===== src/rtl/key_buffer.sv =====
// key_buffer: key-side responder for expandKey.
// Accepts a password as a byte stream, appends the bcrypt NUL terminator,
// then builds a cyclically repeated MAX_KEY_BYTES-byte key image. In READY
// it serves 8-byte windows {key[a]..key[a+7]} (wrapping inside the image)
// with one cycle of latency from key_addr.
//
// Ports:
//   clk, reset_l          clock, synchronous active-low reset
//   clear                 discard current key and return to LOAD
//   pw_byte/valid/keep/last, pw_ready   password byte stream
//   key_addr, key_data    window start address / 64-bit window
//   key_ready             expanded image valid
//   key_len               stored length including NUL
//   truncated             password exceeded MAX_KEY_BYTES-1 bytes
module key_buffer #(
  parameter int MAX_KEY_BYTES = 72
) (
  input  logic        clk,
  input  logic        reset_l,
  input  logic        clear,
  input  logic [7:0]  pw_byte,
  input  logic        pw_valid,
  input  logic        pw_keep,
  input  logic        pw_last,
  output logic        pw_ready,
  input  logic [6:0]  key_addr,
  output logic [63:0] key_data,
  output logic        key_ready,
  output logic [6:0]  key_len,
  output logic        truncated
);

  typedef enum logic [1:0] {LOAD, TERM, EXPAND, READY} state_t;

  localparam logic [6:0] MAX_LEN  = 7'(MAX_KEY_BYTES);
  localparam logic [6:0] LAST_IDX = 7'(MAX_KEY_BYTES - 1);
  localparam logic [7:0] WRAP     = 8'(MAX_KEY_BYTES);

  state_t      state;
  logic [7:0]  raw_mem [MAX_KEY_BYTES];
  logic [7:0]  exp_mem [MAX_KEY_BYTES];
  logic [6:0]  len;
  logic [6:0]  src;
  logic [6:0]  dst;
  logic        accept;
  logic [63:0] window;
  logic [7:0]  idx;

  assign pw_ready = (state == LOAD) && !clear;
  assign accept   = pw_valid && pw_ready;

  // Window gather: index math in 8 bits so a+k (up to 78) cannot overflow
  // before the single wrap subtraction.
  always_comb begin
    window = '0;
    idx    = '0;
    for (int unsigned k = 0; k < 8; k++) begin
      idx = {1'b0, key_addr} + 8'(k);
      if (idx >= WRAP) idx = idx - WRAP;
      window[8*(7-k) +: 8] = exp_mem[idx[6:0]];
    end
  end

  always_ff @(posedge clk) begin
    if (!reset_l) begin
      state     <= LOAD;
      key_ready <= 1'b0;
      key_data  <= '0;
      key_len   <= '0;
      truncated <= 1'b0;
      len       <= '0;
      src       <= '0;
      dst       <= '0;
    end else if (clear) begin
      state     <= LOAD;
      key_ready <= 1'b0;
      key_data  <= '0;
      key_len   <= '0;
      truncated <= 1'b0;
      len       <= '0;
      src       <= '0;
      dst       <= '0;
    end else begin
      case (state)
        LOAD: begin
          if (accept) begin
            if (pw_keep) begin
              if (len < MAX_LEN) begin
                raw_mem[len] <= pw_byte;
                len          <= len + 7'd1;
              end else begin
                truncated <= 1'b1;
              end
            end
            if (pw_last) state <= TERM;
          end
        end
        TERM: begin
          if (len < MAX_LEN) begin
            raw_mem[len] <= '0;
            len          <= len + 7'd1;
            key_len      <= len + 7'd1;
          end else begin
            truncated <= 1'b1;
            key_len   <= len;
          end
          src   <= '0;
          dst   <= '0;
          state <= EXPAND;
        end
        EXPAND: begin
          exp_mem[dst] <= raw_mem[src];
          dst          <= dst + 7'd1;
          src          <= (src + 7'd1 == len) ? 7'd0 : src + 7'd1;
          if (dst == LAST_IDX) begin
            state     <= READY;
            key_ready <= 1'b1;
          end
        end
        READY: begin
          key_data <= (key_addr <= LAST_IDX) ? window : '0;
        end
        default: state <= LOAD;
      endcase
    end
  end

endmodule

===== config.mk =====
export PLATFORM = sky130hd
export DESIGN_NAME = key_buffer
export DESIGN_NICKNAME = d
export VERILOG_FILES = /design/src/rtl/key_buffer.sv
export SDC_FILE = /design/constraint.sdc
export NUM_CORES = 2
export LEC_CHECK = 0
export CAP_MARGIN = 10
export CORE_MARGIN = 4
export CORE_UTILIZATION = 49
export DETAILED_ROUTE_END_ITERATION = 7
export HOLD_SLACK_MARGIN = 0.05
export PLACE_DENSITY = 0.76
export SETUP_SLACK_MARGIN = 0.02
export SKIP_LAST_GASP = 1
export SYNTH_ARGS = -nofsm -noshare
export SYNTH_HDL_FRONTEND = slang
export SYNTH_SLANG_ARGS = --single-unit
export TNS_END_PERCENT = 10

===== constraint.sdc =====
create_clock -name clk -period 15.6 [get_ports clk]
set_input_delay 3.12 -clock clk [delete_from_list [all_inputs] [get_ports clk]]
set_output_delay 3.12 -clock clk [all_outputs]
set_load 0.01 [all_outputs]

==> results.md <==
- Net Switching: 2.367 mW
- Number of rows in the core area: 138
- Area post-placement: 0.07332 mm²
- Syn. warnings: 0
- Distinct cell type count after synthesis: 92
- Net count, final: 4573
- Gates resized, CTS repair: 0
- Commonest non-fill, non-tap cell in the layout: sky130_fd_sc_hd__edfxtp_1
- Fin util: 0.5494
- CP peak stage delay: 0.96 ns
- Final Cell Area: 0.07798 mm²
- Cell area after synthesis: 0.07021 mm²
- Number of CTS-inserted buffers: 134
- Top cell type's share of synthesized area: 0.4927
- Main area contributors after synthesis: sky130_fd_sc_hd__edfxtp_1, sky130_fd_sc_hd__mux4_2, sky130_fd_sc_hd__dfxtp_1, sky130_fd_sc_hd__nand2_1, sky130_fd_sc_hd__mux2i_1
- Leak Pwr: 24.41 nW
- Hold worst-path end: key_data[56]
- Setup clock skew after layout: 0.1098 ns
- Proportion of power drawn by the clock network: 0.400
- Nets in the synthesized netlist: 4577
- Worst min-delay path category: flop to flop
- Library cell contributing the largest single delay on the critical path: sky130_fd_sc_hd__a311oi_1
- Worst flop-to-flop path startpoint: len[4]
- Async set-reset flop share out of synthesis: 0
- Cell-internal power: 5.981 mW
- Post-synth top flop: sky130_fd_sc_hd__edfxtp_1
- Placer Congestion: 1.067
- Final Setup Violations: 0
- Series of cell instances along the critical path: buf_8, inv_1, ha_4, buf_4, buf_4, mux4_2, and2_1, a211oi_1, a311oi_1, o21ai_0, a221oi_1
- WP buf/inv: 4
- Unrepaired setup endpoints after global routing: no
- Vias: 49.72k
- Buffers inserted by post-CTS timing repair: 0
- Cell count of the worst reg-to-reg path: 7
- Final antenna-violating net count: 0
- Post-DP HPWL: 185.0 mm
- Maximum clock path buffer count: 3
- Max frequency: 127.6 MHz
- Overall routed net length: 269.7 mm
- Number of H-tree levels: 4
- Crit path capture type: flop
- TritonCTS clock tree: built
- Initial antenna violation count: 17
- Avg Cell Area, Syn: 15.52 µm²
- Part of the cycle the worst path needs: 0.5022
- Number of DRC markers in iteration 0: 9470
- Worst EP required: 16.29 ns
- Logic gate share of total power: 0.162
- Drt drc: 0
- Overflow left after global routing: 0
- Start point of the worst min-delay path: key_data[56]
- Share of total power consumed by net switching: 0.2836
- Clk Latency, worst-skew pair: 0.88 ns
- Time the worst path needs with I/O delays and setup: 7.835 ns
- Final-layout worst hold slack: 0.4553 ns
- Dominant combinational cell family by area after synthesis: multiplexers
- Sequential share of power: 0.438
- Compound-cell area share of the yosys netlist: 0.06737
- Critical register-to-register path endpoint: raw_mem[22][1]
- Synth Register Bits: 1255
- Multiplexer share of the synthesized area: 0.2966
- Relative max-transition margin: 0.08719
- Wire length per cell after detailed routing: 41.30 µm
- Number of global-route vias before repair: 46.40k
- Slew at the pin closest to its max-slew limit: 1.365 ns
- Area share of xor/xnor cells in the synthesized design: 0.007164
- Cell count after synthesis: 4524
- All-layer global routing usage: 0.3552
- Number of cells on the worst hold path: 1
- Most prevalent standard cell on the critical path: sky130_fd_sc_hd__buf_4
- Result of the run: finished clean
- Die extent in y: 386.5 µm
- Area growth from synthesis to layout: 11.07%
- Cell accounting for the most synthesized area: sky130_fd_sc_hd__edfxtp_1
- Classification of the worst setup path: primary input to flop
- Share of synthesized cell area in and, or, nand and nor gates: 0.07366
- Clock input transition at the sequential cells of the worst setup and hold paths: 0.06 ns
- Maximum number of pins on one net before global-route repair: 135
- Via-per-instance ratio: 7.614
- Initial Utilization: 0.4946
- Worst-case vdd ir drop: 0.0001367 V
- Total design power: 8.348 mW
- Cell type group with the largest total delay on the critical path: buffers and inverters
- Maximum fanout encountered on the critical timing path: 84
- Cell Pwr Density: 107.1 mW/mm²
- Hold bufs inserted after CTS: 0
- Die span in x: 386.5 µm
- Floorplan die area: 0.1494 mm²
- Count of final hold-check violations: 0
- I/O pin cnt: 95
- Critical Path AT: 8.52 ns
- Max Slew Vio Count: 0
- Number of max-capacitance violations reported: 0
- Sinks on Clock Net: 1255
- Post-Synth Adder-Cell Area: 0.005703
- Global-route wire length before repair: 373.8 mm
- Number of detailed-routing iterations run before antenna repair: 8
- Layout cell share with drive strength beyond 1: 0.2892
- Core box area: 0.1419 mm²
- Port bufs: 94
- Setup slack on the worst flop-to-flop path: 11.02 ns
- Setup Total Neg Slack: 0 ns
- Most used cells in the layout excluding fill and tap cells: sky130_fd_sc_hd__edfxtp_1, sky130_fd_sc_hd__mux4_2, sky130_fd_sc_hd__nand2_1
- Sequential area share after synthesis: 0.5221
- Buffer cell driving the clock tree root: sky130_fd_sc_hd__clkbuf_16
- Number of enable-type register cells in the synthesized netlist: 1152
- CP Launch Type: primary input
[layout make-up]
cell class | instances | area, µm²
fillers | 10830 | 63950
flip-flops and latches | 1255 | 36660
multi-input cells | 2859 | 32070
clock buffers | 154 | 3468
well taps | 1890 | 2365
repair buffers | 250 | 2161
clock inverters | 89 | 1149
inverters | 20 | 75.07
diodes | 12 | 30.03
[power by group through the flow]
stage	clock, mW	sequential [mW]	combinational, mW
after floorplan	0	3.73	0.787
after global placement	0	3.73	1.27
after detailed placement	0	3.73	1.27
after CTS	3.35	3.66	1.28
after global routing	3.51	3.66	1.36
final	3.34	3.66	1.35
[stage by stage]
stage,setup WS [ns],instances
3_5_place_dp,7.359,6273
2_1_floorplan,8.411,4524
6_report,7.765,6529
5_1_grt,7.801,6517
3_3_place_gp,7.425,6273
4_1_cts,8.152,6516
[state kept, by name (all words and copies together) (netlist names), named ones only]
register,count
key_len,7
raw_mem,576
exp_mem,576
truncated,1
state,2
len,7
key_ready,1
src,7
dst,7
key_data,64
[synthesized netlist by cell type (all sizes together) (37+ instances only)]
library cell and instances:
a211oi 46, a21oi 113, a221oi 59, a22oi 94, and2 43, and3 42, buf 203, clkbuf 187
dfxtp 103, edfxtp 1152, mux2i 130, mux4 857, nand2 429, nand3 146, nand4 48, nor2 245
nor2b 37, nor3 75, o21ai 83
[worst reg2reg max path, cell delays in order, from the launching register on]
cell,delay (ns)
sky130_fd_sc_hd__dfxtp_1,0.49
sky130_fd_sc_hd__nor3_1,0.35
sky130_fd_sc_hd__nand2b_1,0.26
sky130_fd_sc_hd__and3_1,0.77
sky130_fd_sc_hd__a41oi_1,0.33
sky130_fd_sc_hd__nor2_1,0.34
sky130_fd_sc_hd__nand3_1,0.71
sky130_fd_sc_hd__nor2_1,0.95
[worst max path at each step]
| stage | from | end | slack [ns] | depth (start not counted) |
|---|---|---|---|---|
| after floorplan | key_addr[1] | key_data[0] | 8.41 | 20 |
| after global placement | key_addr[1] | key_data[39] | 7.43 | 11 |
| after detailed placement | key_addr[1] | key_data[39] | 7.36 | 11 |
| after CTS | key_addr[1] | key_data[39] | 8.15 | 11 |
| after global routing | key_addr[1] | key_data[49] | 7.80 | 9 |
| final | key_addr[1] | key_data[39] | 7.77 | 11 |
[cells by family (layout without fill, tap and decap cells)]
| family | count (synthesis) | after routing |
|---|---|---|
| xor gates and xnor gates | 51 | 51 |
| muxes | 1006 | 1006 |
| adders and majority gates | 32 | 32 |
| and+or+nand+nor | 1125 | 1125 |
| other | 0 | 12 |
| AOI/OAI and AO/OA | 645 | 645 |
| DFF | 1255 | 1255 |
| buffers and inverters | 410 | 513 |
[layer usage]
metal / vias up / GRT usage / wire [µm]
li1: 18930 / - / -
met1: 25420 / 0.4688 / 93820
met2: 4478 / 0.5130 / 116000
met3: 869 / 0.1397 / 41130
met4: 14 / 0.1803 / 18640
met5: - / 0.001914 / 109
Power figures use the tool's default switching activity.
